File: src/rtl/uart_mul_frontend.sv
`timescale 1ns/1ps
// uart_mul_frontend
//
// Serial front end for an 8-bit combinational multiplier. Two UART bytes arrive
// on rx_i (operand A, then operand B) and are driven onto mul_a_o / mul_b_o.
// One cycle later the 16-bit product on prod_i is captured and sent back on
// tx_o as two UART bytes, low byte first, with no idle gap between them.
//
// Optional feature: define UART_MUL_PARITY_EN to switch both directions from
// 8N1 to 8E1. An RX parity mismatch is treated like a bad stop bit.
//
// Ports
//   clk          single clock, rising edge
//   rst          asynchronous active-high reset
//   rx_i         UART receive line, idle high, asynchronous to clk
//   tx_o         UART transmit line, idle high (registered)
//   mul_a_o      operand A to the multiplier
//   mul_b_o      operand B to the multiplier
//   prod_i       product from the multiplier (mul_a_o * mul_b_o)
//   busy_o       high from B accepted until the high-byte stop bit ends
//   frame_err_o  one-cycle pulse on a bad received frame
module uart_mul_frontend #(
  parameter int unsigned CLKS_PER_BIT = 87
) (
  input  logic        clk,
  input  logic        rst,
  input  logic        rx_i,
  output logic        tx_o,
  output logic [7:0]  mul_a_o,
  output logic [7:0]  mul_b_o,
  input  logic [15:0] prod_i,
  output logic        busy_o,
  output logic        frame_err_o
);

  localparam int unsigned CntW = $clog2(CLKS_PER_BIT + 1);
  localparam logic [CntW-1:0] CntOne   = CntW'(1);
  localparam logic [CntW-1:0] BitLast  = CntW'(CLKS_PER_BIT - 1);
  localparam logic [CntW-1:0] HalfLast = CntW'(CLKS_PER_BIT / 2 - 1);

  typedef enum logic [2:0] {
    RxIdle,
    RxStart,
    RxData,
    RxParity,
    RxStop
  } rx_state_e;

  typedef enum logic [2:0] {
    TxIdle,
    TxStart,
    TxData,
    TxParity,
    TxStop
  } tx_state_e;

  typedef enum logic [2:0] {
    CmdWaitA,
    CmdWaitB,
    CmdCapture,
    CmdSendLo,
    CmdSendHi
  } cmd_state_e;

  // ---------------------------------------------------------------------------
  // Input synchronizer
  // ---------------------------------------------------------------------------
  logic [1:0] sync_q;
  logic       rx_s;

  always_ff @(posedge clk or posedge rst) begin
    if (rst) begin
      sync_q <= 2'b11;
    end else begin
      sync_q <= {sync_q[0], rx_i};
    end
  end

  assign rx_s = sync_q[1];

  // ---------------------------------------------------------------------------
  // RX path
  // ---------------------------------------------------------------------------
  rx_state_e       rx_state_q;
  logic [CntW-1:0] rx_cnt_q;
  logic [2:0]      rx_bit_q;
  logic [7:0]      rx_shift_q;
  // Cleared after each frame; a new start is only accepted once the line has
  // been seen high again, so a stuck-low line after a bad stop bit is ignored.
  logic            rx_armed_q;
  logic            rx_stop_hit;
  logic            rx_bad;
  logic            rx_valid;
  logic            rx_ferr;

`ifdef UART_MUL_PARITY_EN
  logic rx_par_err_q;
  assign rx_bad = !rx_s || rx_par_err_q;
`else
  assign rx_bad = !rx_s;
`endif

  assign rx_stop_hit = (rx_state_q == RxStop) && (rx_cnt_q == BitLast);
  assign rx_valid    = rx_stop_hit && !rx_bad;
  assign rx_ferr     = rx_stop_hit && rx_bad;

  always_ff @(posedge clk or posedge rst) begin
    if (rst) begin
      rx_state_q   <= RxIdle;
      rx_cnt_q     <= '0;
      rx_bit_q     <= 3'd0;
      rx_shift_q   <= 8'h00;
      rx_armed_q   <= 1'b1;
      frame_err_o  <= 1'b0;
`ifdef UART_MUL_PARITY_EN
      rx_par_err_q <= 1'b0;
`endif
    end else begin
      frame_err_o <= rx_ferr;
      case (rx_state_q)
        RxIdle: begin
          rx_cnt_q <= '0;
          if (!rx_armed_q) begin
            rx_armed_q <= rx_s;
          end else if (!rx_s) begin
            rx_armed_q <= 1'b0;
            rx_state_q <= RxStart;
          end
        end
        RxStart: begin
          if (rx_cnt_q == HalfLast) begin
            rx_cnt_q <= '0;
            rx_bit_q <= 3'd0;
            // Line back high at mid start bit: glitch, not a frame.
            rx_state_q <= rx_s ? RxIdle : RxData;
          end else begin
            rx_cnt_q <= rx_cnt_q + CntOne;
          end
        end
        RxData: begin
          if (rx_cnt_q == BitLast) begin
            rx_cnt_q   <= '0;
            rx_shift_q <= {rx_s, rx_shift_q[7:1]};
            rx_bit_q   <= rx_bit_q + 3'd1;
            if (rx_bit_q == 3'd7) begin
`ifdef UART_MUL_PARITY_EN
              rx_state_q <= RxParity;
`else
              rx_state_q <= RxStop;
`endif
            end
          end else begin
            rx_cnt_q <= rx_cnt_q + CntOne;
          end
        end
`ifdef UART_MUL_PARITY_EN
        RxParity: begin
          if (rx_cnt_q == BitLast) begin
            rx_cnt_q     <= '0;
            rx_par_err_q <= rx_s ^ (^rx_shift_q);
            rx_state_q   <= RxStop;
          end else begin
            rx_cnt_q <= rx_cnt_q + CntOne;
          end
        end
`endif
        RxStop: begin
          if (rx_cnt_q == BitLast) begin
            rx_cnt_q   <= '0;
            rx_state_q <= RxIdle;
          end else begin
            rx_cnt_q <= rx_cnt_q + CntOne;
          end
        end
        default: begin
          rx_cnt_q   <= '0;
          rx_state_q <= RxIdle;
        end
      endcase
    end
  end

  // ---------------------------------------------------------------------------
  // TX path
  // ---------------------------------------------------------------------------
  tx_state_e       tx_state_q;
  logic [CntW-1:0] tx_cnt_q;
  logic [2:0]      tx_bit_q;
  logic [7:0]      tx_shift_q;
  logic            tx_done;
  logic            tx_load;
  logic [7:0]      tx_byte;

`ifdef UART_MUL_PARITY_EN
  logic tx_par_q;
`endif

  // Last cycle of the stop bit; a load in this cycle starts the next byte
  // without any idle gap.
  assign tx_done = (tx_state_q == TxStop) && (tx_cnt_q == BitLast);

  always_ff @(posedge clk or posedge rst) begin
    if (rst) begin
      tx_state_q <= TxIdle;
      tx_cnt_q   <= '0;
      tx_bit_q   <= 3'd0;
      tx_shift_q <= 8'h00;
      tx_o       <= 1'b1;
`ifdef UART_MUL_PARITY_EN
      tx_par_q   <= 1'b0;
`endif
    end else if (tx_load) begin
      tx_state_q <= TxStart;
      tx_cnt_q   <= '0;
      tx_bit_q   <= 3'd0;
      tx_shift_q <= tx_byte;
      tx_o       <= 1'b0;
`ifdef UART_MUL_PARITY_EN
      tx_par_q   <= ^tx_byte;
`endif
    end else begin
      case (tx_state_q)
        TxIdle: begin
          tx_cnt_q <= '0;
          tx_o     <= 1'b1;
        end
        TxStart: begin
          if (tx_cnt_q == BitLast) begin
            tx_cnt_q   <= '0;
            tx_state_q <= TxData;
            tx_o       <= tx_shift_q[0];
          end else begin
            tx_cnt_q <= tx_cnt_q + CntOne;
          end
        end
        TxData: begin
          if (tx_cnt_q == BitLast) begin
            tx_cnt_q <= '0;
            if (tx_bit_q == 3'd7) begin
`ifdef UART_MUL_PARITY_EN
              tx_state_q <= TxParity;
              tx_o       <= tx_par_q;
`else
              tx_state_q <= TxStop;
              tx_o       <= 1'b1;
`endif
            end else begin
              tx_bit_q   <= tx_bit_q + 3'd1;
              tx_shift_q <= {1'b0, tx_shift_q[7:1]};
              tx_o       <= tx_shift_q[1];
            end
          end else begin
            tx_cnt_q <= tx_cnt_q + CntOne;
          end
        end
`ifdef UART_MUL_PARITY_EN
        TxParity: begin
          if (tx_cnt_q == BitLast) begin
            tx_cnt_q   <= '0;
            tx_state_q <= TxStop;
            tx_o       <= 1'b1;
          end else begin
            tx_cnt_q <= tx_cnt_q + CntOne;
          end
        end
`endif
        TxStop: begin
          if (tx_cnt_q == BitLast) begin
            tx_cnt_q   <= '0;
            tx_state_q <= TxIdle;
          end else begin
            tx_cnt_q <= tx_cnt_q + CntOne;
          end
          tx_o <= 1'b1;
        end
        default: begin
          tx_cnt_q   <= '0;
          tx_state_q <= TxIdle;
          tx_o       <= 1'b1;
        end
      endcase
    end
  end

  // ---------------------------------------------------------------------------
  // Command FSM
  // ---------------------------------------------------------------------------
  cmd_state_e cmd_state_q;
  // The low product byte is latched straight into the TX shifter at capture,
  // so only the high byte needs holding here until SEND_HI.
  logic [7:0] result_hi_q;

  always_comb begin
    tx_load = 1'b0;
    tx_byte = 8'h00;
    case (cmd_state_q)
      CmdCapture: begin
        if (!rx_ferr) begin
          tx_load = 1'b1;
          tx_byte = prod_i[7:0];
        end
      end
      CmdSendLo: begin
        if (tx_done) begin
          tx_load = 1'b1;
          tx_byte = result_hi_q;
        end
      end
      default: ;
    endcase
  end

  always_ff @(posedge clk or posedge rst) begin
    if (rst) begin
      cmd_state_q <= CmdWaitA;
      mul_a_o     <= 8'h00;
      mul_b_o     <= 8'h00;
      busy_o      <= 1'b0;
      result_hi_q <= 8'h00;
    end else begin
      case (cmd_state_q)
        CmdWaitA: begin
          if (rx_valid) begin
            mul_a_o     <= rx_shift_q;
            cmd_state_q <= CmdWaitB;
          end
        end
        CmdWaitB: begin
          if (rx_valid) begin
            mul_b_o     <= rx_shift_q;
            busy_o      <= 1'b1;
            cmd_state_q <= CmdCapture;
          end else if (rx_ferr) begin
            cmd_state_q <= CmdWaitA;
          end
        end
        CmdCapture: begin
          if (rx_ferr) begin
            busy_o      <= 1'b0;
            cmd_state_q <= CmdWaitA;
          end else begin
            result_hi_q <= prod_i[15:8];
            cmd_state_q <= CmdSendLo;
          end
        end
        CmdSendLo: begin
          if (tx_done) begin
            cmd_state_q <= CmdSendHi;
          end
        end
        CmdSendHi: begin
          if (tx_done) begin
            busy_o      <= 1'b0;
            cmd_state_q <= CmdWaitA;
          end
        end
        default: begin
          busy_o      <= 1'b0;
          cmd_state_q <= CmdWaitA;
        end
      endcase
    end
  end

endmodule

File: config.mk
export PLATFORM = sky130hd
export DESIGN_NAME = uart_mul_frontend
export DESIGN_NICKNAME = d
export VERILOG_FILES = /design/src/rtl/uart_mul_frontend.sv
export SDC_FILE = /design/constraint.sdc
export NUM_CORES = 1
export LEC_CHECK = 0
export BUFFER_PORTS_ARGS = -buffer_cell sky130_fd_sc_hd__buf_4
export CAP_MARGIN = 20
export CORE_AREA = 4 4 86 88
export CTS_CLUSTER_DIAMETER = 30
export DETAILED_ROUTE_END_ITERATION = 12
export DIE_AREA = 0 0 90 92
export PLACE_DENSITY = 0.75
export SETUP_SLACK_MARGIN = 0.1
export SYNTH_ARGS = -nofsm -noshare
export SYNTH_HDL_FRONTEND = slang
export SYNTH_SLANG_ARGS = --single-unit
File: constraint.sdc
create_clock -name clk -period 2.4 [get_ports clk]
set_input_delay 0 -clock clk [delete_from_list [all_inputs] [get_ports clk]]
set_output_delay 0 -clock clk [all_outputs]
set_load 0.01 [all_outputs]
**After elaboration in Yosys (flattened, before gate mapping)**

Cells that the tools add are included.

- $add $sub $neg: 4
- Mux-type cells: 55
- Equal/unequal tests: 33
- Reduce and logical (&&, ||, !) cells: 25
- Bitwise logic cells: 2

Operators with widths:

| kind | number |
|---|---|
| $mux 3 | 22 |
| $mux 8 | 6 |
| $mux 7 | 5 |
| $ne 2x2->1 const B | 12 |
| $pmux 3 s4 | 2 |
| $pmux 8 s2 | 1 |
| $eq 3x3->1 const B | 5 |
| $pmux 3 s5 | 1 |
| $add 7x1->7 const B | 2 |
| $eq 7x7->1 const B | 2 |
| $pmux 7 s2 | 1 |
| $eq 3x2->1 const B | 4 |
| $ne 3x3->1 const B | 4 |
| $mux 1 | 11 |
| $reduce_and 2->1 | 5 |
| $eq 3x1->1 const B | 3 |
| $logic_not 3->1 | 3 |
| $reduce_and 4->1 | 2 |
| $eq 7x6->1 const B | 1 |
| $add 3x1->3 const B | 2 |
| $pmux 3 s2 | 1 |
| $reduce_and 3->1 | 2 |
| $reduce_and 6->1 | 1 |
| $reduce_bool 2->1 | 3 |
| other kinds (11) | 18 |

- Output and inout port bits: 19
- Flip-flop bits (word level): 75

**Depth between registers and ports, before layout**

Gate-level depths: netlist (run 1).

- Depth in word-level cells: 7
- Mapped depth: 8

**Worst setup path before layout (run 1)**

No wires, ideal clock.

- Kind: register -> register
- Start: register rx_cnt_q[0]
- End: register result_hi_q[0]
- Stages on the path, launching flop included: 8
- Required time: 2.275 ns
- Data arrival time: 1.914 ns
- Setup slack: 0.361 ns
- Path through: dfrtp_1 > inv_1 > ha_1 > nand4b_1 > or4_4 > buf_6 > nand2_4 > mux2_2

- Word-level cells in the longest chain between the ends: 5

RTL lines:

| item | line | source |
|---|---|---|
| start: declaration | 85 | `logic [CntW-1:0] rx_cnt_q;` |
| start signal: assignment | 137 | `rx_cnt_q <= rx_cnt_q + CntOne;` |
| start signal: assignment | 153 | `rx_cnt_q <= rx_cnt_q + CntOne;` |
| start signal: assignment | 172 | `rx_cnt_q <= rx_cnt_q + CntOne;` |
| $eq 7x7->1 | 103 | `assign rx_stop_hit = (rx_state_q == RxStop) && (rx_cnt_q == BitLast);` |
| $logic_and 1x1->1 | 103 |  |
| $logic_and 1x1->1 | 105 | `assign rx_ferr = rx_stop_hit && rx_bad;` |
| $not 1->1 (no source line) | n/a |  |
| $reduce_and 2->1 (no source line) | n/a |  |
| end signal: assignment | 342 | `result_hi_q <= prod_i[15:8];` |
| end: declaration | 291 | `logic [7:0] result_hi_q;` |

No other way between the ends.
A chain may end at the register's enable or synchronous reset.

**Worst setup path after layout (run 1)**

- Start: register rx_state_q[0]
- End: register tx_shift_q[6]

- Word-level cells in the longest chain between the ends: 7

RTL lines:

| item | line | source |
|---|---|---|
| start: declaration | 84 | `rx_state_e rx_state_q;` |
| start signal: assignment | 109 | `rx_state_q <= RxIdle;` |
| start signal: assignment | 127 | `rx_state_q <= RxStart;` |
| start signal: assignment | 135 | `rx_state_q <= rx_s ? RxIdle : RxData;` |
| $eq 3x3->1 * | 103 |  |
| $logic_and 1x1->1 * | 103 |  |
| $logic_and 1x1->1 * | 105 |  |
| $mux 1 | 298 | `if (!rx_ferr) begin` |
| $pmux 1 s2 | 296 | `case (cmd_state_q)` |
| $ne 2x2->1 (no source line) or $reduce_bool 2->1 (tied branches) | n/a |  |
| $reduce_and 3->1 (no source line) | n/a |  |
| end signal: assignment | 216 | `tx_shift_q <= tx_byte;` |
| end signal: assignment | 249 | `tx_shift_q <= {1'b0, tx_shift_q[7:1]};` |
| end: declaration | 189 | `logic [7:0] tx_shift_q;` |

Mark *: on every way between the ends. The rest lies on a longest branch, timed or not.

==> flow_metrics.py, run 1 <==
metrics = {
    "hold_path": {
        "hold_class": "primary input to register",
    },
    "global_route": {
        "met1_usage_pct": 23.6,
        "grt-busiest-layer": "met2",
        "grt_max_degree": 41,
        "grt_pass1_vias": 2559,
        "gr-total-overflow": 0,
        "grt_usage_pct": 17.6,
        "met3_usage_pct": 2.95,
        "grt_use_met2_pct": 29.1,
        "grt_pass1_wl_mm": 11.9,
        "antenna_found_initial": 0,
    },
    "floorplanning": {
        "initial_utilization_pct": 53.3,
        "dieArea_um2": 8280,
        "core-area_um2": 6640,
        "die_h_um": 92,
        "die_width_um": 90,
        "io_pins": 38,
        "rows": 30,
    },
    "final_layout": {
        "design_area_um2": 4290,
        "final_util_pct": 64.6,
        "diodes": 0,
        "drive_above_1_share_pct": 34.1,
        "final_cells": 441,
        "fin_nets": 383,
        "area.growth.synth_to_final_pct": 21.3,
    },
    "routing": {
        "routed_wl_mm": 6.98,
        "antenna_left": 0,
        "vias_per_cell": 5.79,
        "drt_iter0_drc": 177,
        "wl_per_cell_um": 15.8,
        "drt_first_pass_iters": 4,
        "drc_errors": 0,
        "vias": 2552,
    },
    "timing": {
        "rsz0062_at_grt": "yes",
        "timing.hold.ws_ns": 0.0164,
        "timing.final.crit_share_pct": 93.2,
        "worst_pin_slew_ns": 0.835,
        "finalHoldViolations": 0,
        "clock.fmax_mhz": 447,
        "slew_headroom_pct": 44.3,
        "fin_skew_ns": 0.0103,
        "finalCriticalPeriod_ns": 2.24,
        "tns_ns": 0,
        "finalSetupViolations": 0,
        "slew_violations": 0,
    },
    "placement": {
        "dp.cells": 408,
        "place_area_um2": 3930,
        "portBuffers": 37,
        "place.gp.congestion": 0.763,
        "dp_hpwl_mm": 4.70,
    },
    "clocking": {
        "clkLatencyLatePin_ns": 0.34,
        "cts_buffers": 9,
        "cts_tree": "built",
        "clk_root_buffer_cell": "clkbuf_8",
        "cts_buffer_depth": 2,
        "cts_num_sinks": 75,
        "path_clk_slew_ns": 0.09,
        "cts_max_level": 3,
    },
    "synth": {
        "synth.area.mux_share_pct": 12.5,
        "synth_edf_count": 0,
        "syn-cell-area_um2": 3540,
        "synth_warnings": 0,
        "synthDistinctLibCells": 56,
        "synthCells": 294,
        "yosysMostFrequentCell": "dfrtp_1",
        "netlist_top_cells_count": "71 x dfrtp_1, 34 x mux2_2, 19 x nor2_1",
        "synthArstFlopShare_pct": 100,
        "synth-simple-area-share_pct": 14.5,
        "avgSynthCellArea_um2": 12.0,
        "ys_top_cells_by_area": "dfrtp_1 50%, mux2_2 11%, dfstp_2 3.0%",
        "synth.top_cell.area_share_pct": 50.2,
        "yosysTopAreaCell": "dfrtp_1",
        "synth_top_family_by_area": "simple AND/OR/NAND/NOR gates",
        "synthXorXnorAreaFrac_pct": 2.72,
        "synthFlopType": "dfrtp_1",
        "synth-compound-area-share_pct": 11.8,
        "synthAdderAreaFrac_pct": 2.83,
        "seq_area_frac_synth_pct": 53.2,
        "synth_seq_cells": 75,
        "synth_nets": 321,
    },
    "worst_setup_path": {
        "slowest_delay_ns": 0.56,
        "endpoint_kind": "register",
        "start_kind": "register",
        "critPathKind": "register to register",
        "crit_fanout": 8,
        "required_ns": 2.64,
        "worstPathArrival_ns": 2.47,
        "slowest_stage": "or4_4",
        "path_cells": "or3b_1 -> or4_4 -> clkinvlp_4 -> o211ai_1 -> o22a_1",
    },
    "pwr": {
        "ir_drop_uv": 357,
        "power.density_nw_per_um2": 619,
        "p_leak_nw": 2.01,
    },
    "job": {
        "drv_cap": 0,
    },
    "outcome": {
        "outcome": "complete, no violations",
    },
}
area by class of cell:
type	instances	area [µm²]
fill	515	2350
sequential	75	1880
multi-input combinational	201	1570
timing repair buffer	62	505
clock buffer	9	124
tap	80	100
clock inverter	7	76.3
inverter	7	30.0
per-layer routing:
| layer | vias to the layer above | wire, µm |
|---|---|---|
| li1 | 1205 | - |
| met1 | 1281 | 3190 |
| met2 | 55 | 3410 |
| met3 | 11 | 269 |
| met4 | 0 | 108 |
| met5 | - | 0 |
critical path: cells and delay by family (launching register included):
family                 cells  cell delay (ns)
AO/OA/AOI/OAI              2             0.55
buffers and inverters      1             0.15
flip-flops                 1             0.45
AND/OR/NAND/NOR            2             0.99
stage by stage:
stage	power (mW)	setup slack [ns]
floorplan	1.61	0.361
finish	2.66	0.163
global route	2.80	0.0574
CTS	2.68	0.185
detailed placement	1.70	0.190
global placement	1.68	0.255
timing repair:
item | CTS | global route
resized for setup | 0 | 3
hold buffers | 11 | 0
endpoints found under the hold margin | 48 | 0
endpoints found under the setup margin | 0 | 21
buffers inserted | 0 | 6
cell families (layout without fill, tap and decap cells):
kind of cell	Yosys count	count (layout)
and+or+nand+nor	86	86
xor gates and xnor gates	11	11
DFF	75	75
buffers and inverters	18	85
adders and majority gates	8	8
muxes	40	40
AOI/OAI and AO/OA	56	56
power by group:
| group | switching (mW) | total, mW | internal [mW] |
|---|---|---|---|
| clock | 0.481 | 0.969 | 0.487 |
| combinational | 0.134 | 0.273 | 0.139 |
| sequential | 0.0778 | 1.42 | 1.34 |
| total | 0.693 | 2.66 | 1.97 |
sequential cells by signal, indices dropped and copies added (netlist names):
name	flops
busy_o	1
rx_shift_q	8
rx_bit_q	3
rx_state_q	3
mul_b_o	8
tx_cnt_q	7
tx_shift_q	8
tx_state_q	3
sync_q	2
tx_o	1
result_hi_q	8
rx_cnt_q	7
tx_bit_q	3
rx_armed_q	1
frame_err_o	1
mul_a_o	8
cmd_state_q	3
final timing paths:
path                                from             end  slack (ns)  depth (start not counted)
setup / recovery           rx_state_q[0]   tx_shift_q[6]        0.16                          5
hold / removal                 prod_i[0]   tx_shift_q[0]        0.02                          3
setup reg to reg           rx_state_q[0]   tx_shift_q[6]        0.16                          5
hold reg to reg                sync_q[0]       sync_q[1]        0.36                          0
max in group asynchronous            rst      rx_armed_q        1.27                          4
min in group asynchronous            rst  result_hi_q[4]        0.39                          3
layout by cell type, fill, tap and decap left out, types with 3 or more instances in the layout:
master / instances
a21oi_1: 15
nand3_1: 6
nand2b_1: 6
inv_1: 5
nor2_1: 19
nand2_1: 13
a32oi_1: 7
dfrtp_1: 69
nor3_1: 5
nor2b_1: 8
mux2_2: 34
xnor2_1: 6
and3_1: 3
clkbuf_8: 9
clkinvlp_4: 3
dlygate4sd3_1: 11
dfstp_2: 4
ha_1: 8
mux2i_1: 6
a2bb2oi_1: 7
buf_4: 50
o221ai_1: 6
xor2_1: 5
o21ai_0: 5
(Power assumes the default switching activity.)
==> inputs of run 2 (changes only) <==
==> constraint.sdc (replaced) <==
create_clock -name clk -period 2.5 [get_ports clk]
set_input_delay 0 -clock clk [delete_from_list [all_inputs] [get_ports clk]]
set_output_delay 0 -clock clk [all_outputs]
set_load 0.01 [all_outputs]
==> flow_metrics.py, run 2 (synthesized netlist as in run 1, its figures left out) <==
metrics = {
    "timing": {
        "timing.hold.ws_ns": 0.0116,
        "finalSetupViolations": 0,
        "slew_headroom_pct": 58.4,
        "finalCriticalPeriod_ns": 2.19,
        "worst_pin_slew_ns": 0.622,
        "timing.final.crit_share_pct": 87.6,
        "finalHoldViolations": 0,
        "rsz0062_at_grt": "no",
        "clock.fmax_mhz": 457,
        "slew_violations": 0,
        "tns_ns": 0,
        "fin_skew_ns": 0.00558,
    },
    "clocking": {
        "cts_resized": 0,
        "clkLatencyLatePin_ns": 0.34,
        "clk_root_buffer_cell": "clkbuf_8",
        "cts_setup_buffers": 0,
        "cts_tree": "built",
        "path_clk_slew_ns": 0.08,
        "cts_buffer_depth": 2,
        "cts_buffers": 9,
        "cts_num_sinks": 75,
        "cts_max_level": 3,
    },
    "routing": {
        "routed_wl_mm": 7.01,
        "antenna_left": 0,
        "vias": 2495,
        "drt_first_pass_iters": 5,
        "drc_errors": 0,
        "wl_per_cell_um": 16.1,
        "drt_iter0_drc": 128,
        "vias_per_cell": 5.75,
    },
    "worst_setup_path": {
        "critPathKind": "register to register",
        "worstPathArrival_ns": 2.46,
        "required_ns": 2.77,
        "crit_fanout": 11,
        "start_kind": "register",
        "endpoint_kind": "register",
    },
    "placement": {
        "dp.cells": 407,
        "dp_hpwl_mm": 4.76,
        "place.gp.congestion": 0.825,
        "portBuffers": 37,
    },
    "floorplanning": {
        "io_pins": 38,
        "initial_utilization_pct": 53.3,
        "die_width_um": 90,
        "die_h_um": 92,
        "rows": 30,
        "dieArea_um2": 8280,
        "core-area_um2": 6640,
    },
    "pwr": {
        "finalPower_mw": 2.72,
        "p_leak_nw": 2.00,
        "power.density_nw_per_um2": 639,
        "ir_drop_uv": 429,
    },
    "final_layout": {
        "area.growth.synth_to_final_pct": 20.4,
        "diodes": 0,
        "final_util_pct": 64.1,
        "nFillCells": 511,
        "mostFrequentLayoutCells": "71 x dfrtp_1, 44 x buf_4, 34 x mux2_2, 19 x nor2_1, 15 x a21oi_1",
        "final_common_cell": "dfrtp_1",
        "fin_nets": 376,
        "final_cells": 434,
        "drive_above_1_share_pct": 31.9,
    },
    "global_route": {
        "grt_pass1_wl_mm": 12.0,
        "grt_pass1_vias": 2562,
        "grt_usage_pct": 17.7,
        "gr-total-overflow": 0,
        "antenna_found_initial": 0,
        "grt_max_degree": 39,
    },
    "hold_path": {
        "hold_class": "primary input to register",
    },
    "job": {
        "drv_cap": 0,
    },
    "outcome": {
        "outcome": "complete, no violations",
    },
}
## run 2: cell types whose count changed in the layout (fill, tap and decap cells not counted)
cell,delta
clkinvlp_4,-2
clkinv_1,+1
buf_4,-6
bufinv_16,+2
inv_6,-2
dfrtp_1,+2
clkinv_2,+1
buf_12,-1
dfrtp_2,-2
## run 2: report_power, final
group / total, mW / internal [mW] / switching, mW / leakage (nW)
clock: 1.11 / 0.661 / 0.445 / 0.119
combinational: 0.258 / 0.131 / 0.126 / 0.881
sequential: 1.36 / 1.28 / 0.0745 / 0.999
## run 2: path summary, 6_finish.rpt
| path | from | endpoint | slack [ns] | cells after the start |
|---|---|---|---|---|
| min reg2reg | sync_q[0] | sync_q[1] | 0.36 | 0 |
| min | prod_i[4] | tx_shift_q[4] | 0.01 | 3 |
| min in group asynchronous | rst | mul_b_o[1] | 0.33 | 4 |
| max | rx_state_q[0] | tx_cnt_q[6] | 0.31 | 6 |
| max reg2reg | rx_state_q[0] | tx_cnt_q[6] | 0.31 | 6 |
| max in group asynchronous | rst | tx_o | 1.80 | 4 |
## run 2: area by class of cell
| cell class | instances | area (µm²) | area share, % |
|---|---|---|---|
| inverter | 7 | 26.3 | 0.617 |
| tap | 80 | 100 | 2.35 |
| clock inverter | 7 | 116 | 2.73 |
| multi-input combinational | 201 | 1570 | 36.9 |
| clock buffer | 9 | 124 | 2.91 |
| sequential | 75 | 1880 | 44.2 |
| timing repair buffer | 55 | 440 | 10.3 |
## run 2: per-layer routing
layer,up-vias,track usage (%),part of all wire [%]
li1,1183,-,-
met1,1269,23.7,47
met2,34,29.2,49
met3,9,2.95,2.6
met4,0,6.12,1.2
met5,-,0,0
## run 2: worst max-delay path, cell delays in order, from the launching register on
cell and delay (ns):
dfrtp_1 0.45, or3b_1 0.46, or4_4 0.60, clkinv_1 0.09, buf_4 0.17, o221ai_2 0.19
nor2_1 0.16
## run 2: metrics by stage
step	setup WS (ns)	instance area, µm²
3_3_place_gp	0.366	3910
5_1_grt	0.162	4260
6_report	0.311	4260
4_1_cts	0.286	4260
3_5_place_dp	0.302	3910
2_1_floorplan	0.461	3540
## run 2: timing repair
item | in CTS | in global routing
hold buffers | 11 | 0
setup endpoints to repair | 0 | 1
hold endpoints to repair | 81 | 0
==> inputs of run 3 (changes only) <==
--- a/config.mk
+++ b/config.mk
@@ -5,13 +5,14 @@
 export SDC_FILE = /design/constraint.sdc
 export NUM_CORES = 1
 export LEC_CHECK = 0
+export ABC_AREA = 1
 export BUFFER_PORTS_ARGS = -buffer_cell sky130_fd_sc_hd__buf_4
 export CAP_MARGIN = 20
-export CORE_AREA = 4 4 86 88
+export CORE_AREA = 4 4 87 89
 export CTS_CLUSTER_DIAMETER = 30
 export DETAILED_ROUTE_END_ITERATION = 12
-export DIE_AREA = 0 0 90 92
-export PLACE_DENSITY = 0.75
+export DIE_AREA = 0 0 91 93
+export PLACE_DENSITY = 0.76
 export SETUP_SLACK_MARGIN = 0.1
 export SYNTH_ARGS = -nofsm -noshare
 export SYNTH_HDL_FRONTEND = slang
==> flow_metrics.py, run 3 <==
metrics = {
    "synth": {
        "synth_nets": 427,
        "ys_top_cells_by_area": "dfrtp_1 49%, nand2_1 10%, nand3_1 4.9%",
        "synth_warnings": 0,
        "avgSynthCellArea_um2": 9.15,
        "synthFlopType": "dfrtp_1",
        "synthDistinctLibCells": 37,
        "synth.top_cell.area_share_pct": 48.6,
        "synth_edf_count": 0,
        "yosysMostFrequentCell": "nand2_1",
        "yosysTopAreaCell": "dfrtp_1",
        "synth_seq_cells": 75,
        "synthCells": 400,
        "syn-cell-area_um2": 3660,
        "netlist_top_cells_count": "102 x nand2_1, 71 x dfrtp_1, 38 x inv_1",
        "synthArstFlopShare_pct": 100,
        "seq_area_frac_synth_pct": 51.4,
    },
    "clocking": {
        "cts_num_sinks": 75,
        "cts_tree": "built",
        "cts_max_level": 3,
        "cts_buffers": 9,
        "clkLatencyLatePin_ns": 0.35,
        "cts_buffer_depth": 2,
        "clk_root_buffer_cell": "clkbuf_8",
        "cts_resized": 0,
        "path_clk_slew_ns": 0.08,
    },
    "worst_setup_path": {
        "critPathKind": "register to register",
        "worstPathArrival_ns": 2.43,
        "endpoint_kind": "register",
        "required_ns": 2.79,
        "crit_fanout": 17,
        "start_kind": "register",
    },
    "timing": {
        "worst_pin_slew_ns": 0.629,
        "tns_ns": 0,
        "slew_headroom_pct": 58.0,
        "timing.final.crit_share_pct": 85.8,
        "slew_violations": 0,
        "clock.fmax_mhz": 466,
        "finalCriticalPeriod_ns": 2.14,
        "fin_skew_ns": 0.00961,
        "rsz0062_at_grt": "no",
        "finalHoldViolations": 0,
        "finalSetupViolations": 0,
    },
    "placement": {
        "dp_hpwl_mm": 4.84,
        "place_area_um2": 4000,
        "portBuffers": 37,
        "place.gp.congestion": 0.846,
    },
    "routing": {
        "vias_per_cell": 5.19,
        "routed_wl_mm": 7.36,
        "vias": 2799,
        "antenna_left": 0,
        "wl_per_cell_um": 13.6,
        "drt_first_pass_iters": 5,
        "drc_errors": 0,
        "drt_iter0_drc": 168,
    },
    "final_layout": {
        "final_util_pct": 64.2,
        "diodes": 0,
        "ff_latch_area_um2": 1880,
        "multi_input_area_um2": 1530,
        "drive_above_1_share_pct": 24.6,
        "mostFrequentLayoutCells": "102 x nand2_1, 71 x dfrtp_1, 39 x buf_4, 37 x inv_1, 36 x nand3_1",
        "design_area_um2": 4340,
        "final_common_cell": "nand2_1",
        "nFillCells": 550,
        "fin_nets": 481,
        "area.growth.synth_to_final_pct": 18.6,
    },
    "floorplanning": {
        "io_pins": 38,
        "core-area_um2": 6760,
        "die_width_um": 91,
        "die_h_um": 93,
        "dieArea_um2": 8460,
        "initial_utilization_pct": 54.1,
        "rows": 30,
    },
    "global_route": {
        "gr-total-overflow": 0,
        "grt_usage_pct": 19.1,
        "antenna_found_initial": 0,
        "grt_pass1_wl_mm": 13.0,
        "grt_pass1_vias": 2835,
        "grt_max_degree": 47,
    },
    "pwr": {
        "power_frac_comb_pct": 12.2,
        "ir_drop_uv": 498,
        "switching_share_pct": 26.5,
        "p_leak_nw": 2.04,
        "p_clk_share_pct": 38.4,
        "p_int_mw": 1.95,
        "p_switching_mw": 0.703,
        "seq_power_share_pct": 49.4,
        "power.density_nw_per_um2": 611,
    },
    "outcome": {
        "outcome": "complete, no violations",
    },
    "hold_path": {
        "hold_class": "primary input to register",
    },
    "job": {
        "drv_cap": 0,
    },
}
## run 3: changes by cell type after synthesis, sizes merged, moves of 8 or more
| cell | delta |
|---|---|
| mux2 | -34 |
| nand2 | +91 |
| nor2 | +20 |
| o21ai | +33 |
| a21oi | -9 |
| nand3 | +38 |
| inv | +39 |
| nor2b | -8 |
## run 3: cell families (layout without fill, tap and decap cells)
logic type / Yosys count / in the layout / share of synthesized area [%]
AND/OR/NAND/NOR: 201 / 201 / 27.6
flip-flops: 75 / 75 / 51.4
buffers and inverters: 54 / 113 / 6.67
AO/OA/AOI/OAI: 53 / 53 / 9.44
XOR/XNOR: 9 / 9 / 2.15
adder cells (fa/ha/maj): 8 / 8 / 2.74
## run 3: what timing repair did
action	4_1_cts	5_1_grt
hold buffers	12	0
endpoints found under the hold margin	37	0
setup buffers	0	0
## run 3: metrics by stage
stage	power [mW]	worst slack, ns	hold WS, ns	cells
after global routing	2.79	0.171	0.0193	539
after CTS	2.68	0.361	0.0102	539
after floorplan	1.54	0.597	0.00448	400
after global placement	1.62	0.509	0.109	511
final	2.65	0.356	0.0161	539
after detailed placement	1.64	0.451	0.112	511
## run 3: cell type report
type | instances | area share (%)
clock inverter | 6 | 2.08
timing repair buffer | 52 | 9.98
sequential | 75 | 43.4
inverter | 45 | 4.01
multi-input combinational | 271 | 35.3
tap | 80 | 2.31
clock buffer | 10 | 2.94
## run 3: path summary, 6_finish.rpt
kind,slack [ns],to,cells after the start,from
worst min register to register,0.36,sync_q[1],0,sync_q[0]
worst max register to register,0.36,tx_shift_q[6],10,rx_cnt_q[0]
worst min-delay path,0.02,tx_shift_q[4],5,prod_i[4]
max in group asynchronous,1.49,tx_o,4,rst
min in group asynchronous,0.29,rx_bit_q[1],3,rst
worst max-delay path,0.36,tx_shift_q[6],10,rx_cnt_q[0]
## run 3: power groups by stage
stage	combinational, mW	sequential [mW]	clock [mW]
2_1_floorplan	0.218	1.32	0
3_3_place_gp	0.294	1.33	0
3_5_place_dp	0.306	1.33	0
4_1_cts	0.325	1.31	1.05
5_1_grt	0.366	1.31	1.11
6_report	0.323	1.31	1.02
## run 3: routing by layer
layer / global-route usage, % / wire (µm)
met1: 23.8 / 3240
met2: 30.5 / 3520
met3: 5.71 / 392
met4: 9.55 / 211
met5: 0 / 0
## run 3: worst max-delay path, stage by stage, from the launching register on
cell and delay (ns):
dfrtp_1 0.41, inv_1 0.07, ha_1 0.16, nand3_1 0.12
nor2_4 0.17, nand3_4 0.21, nand2_4 0.24, nand3_2 0.28
inv_1 0.24, nand2_1 0.10, nand2_1 0.08
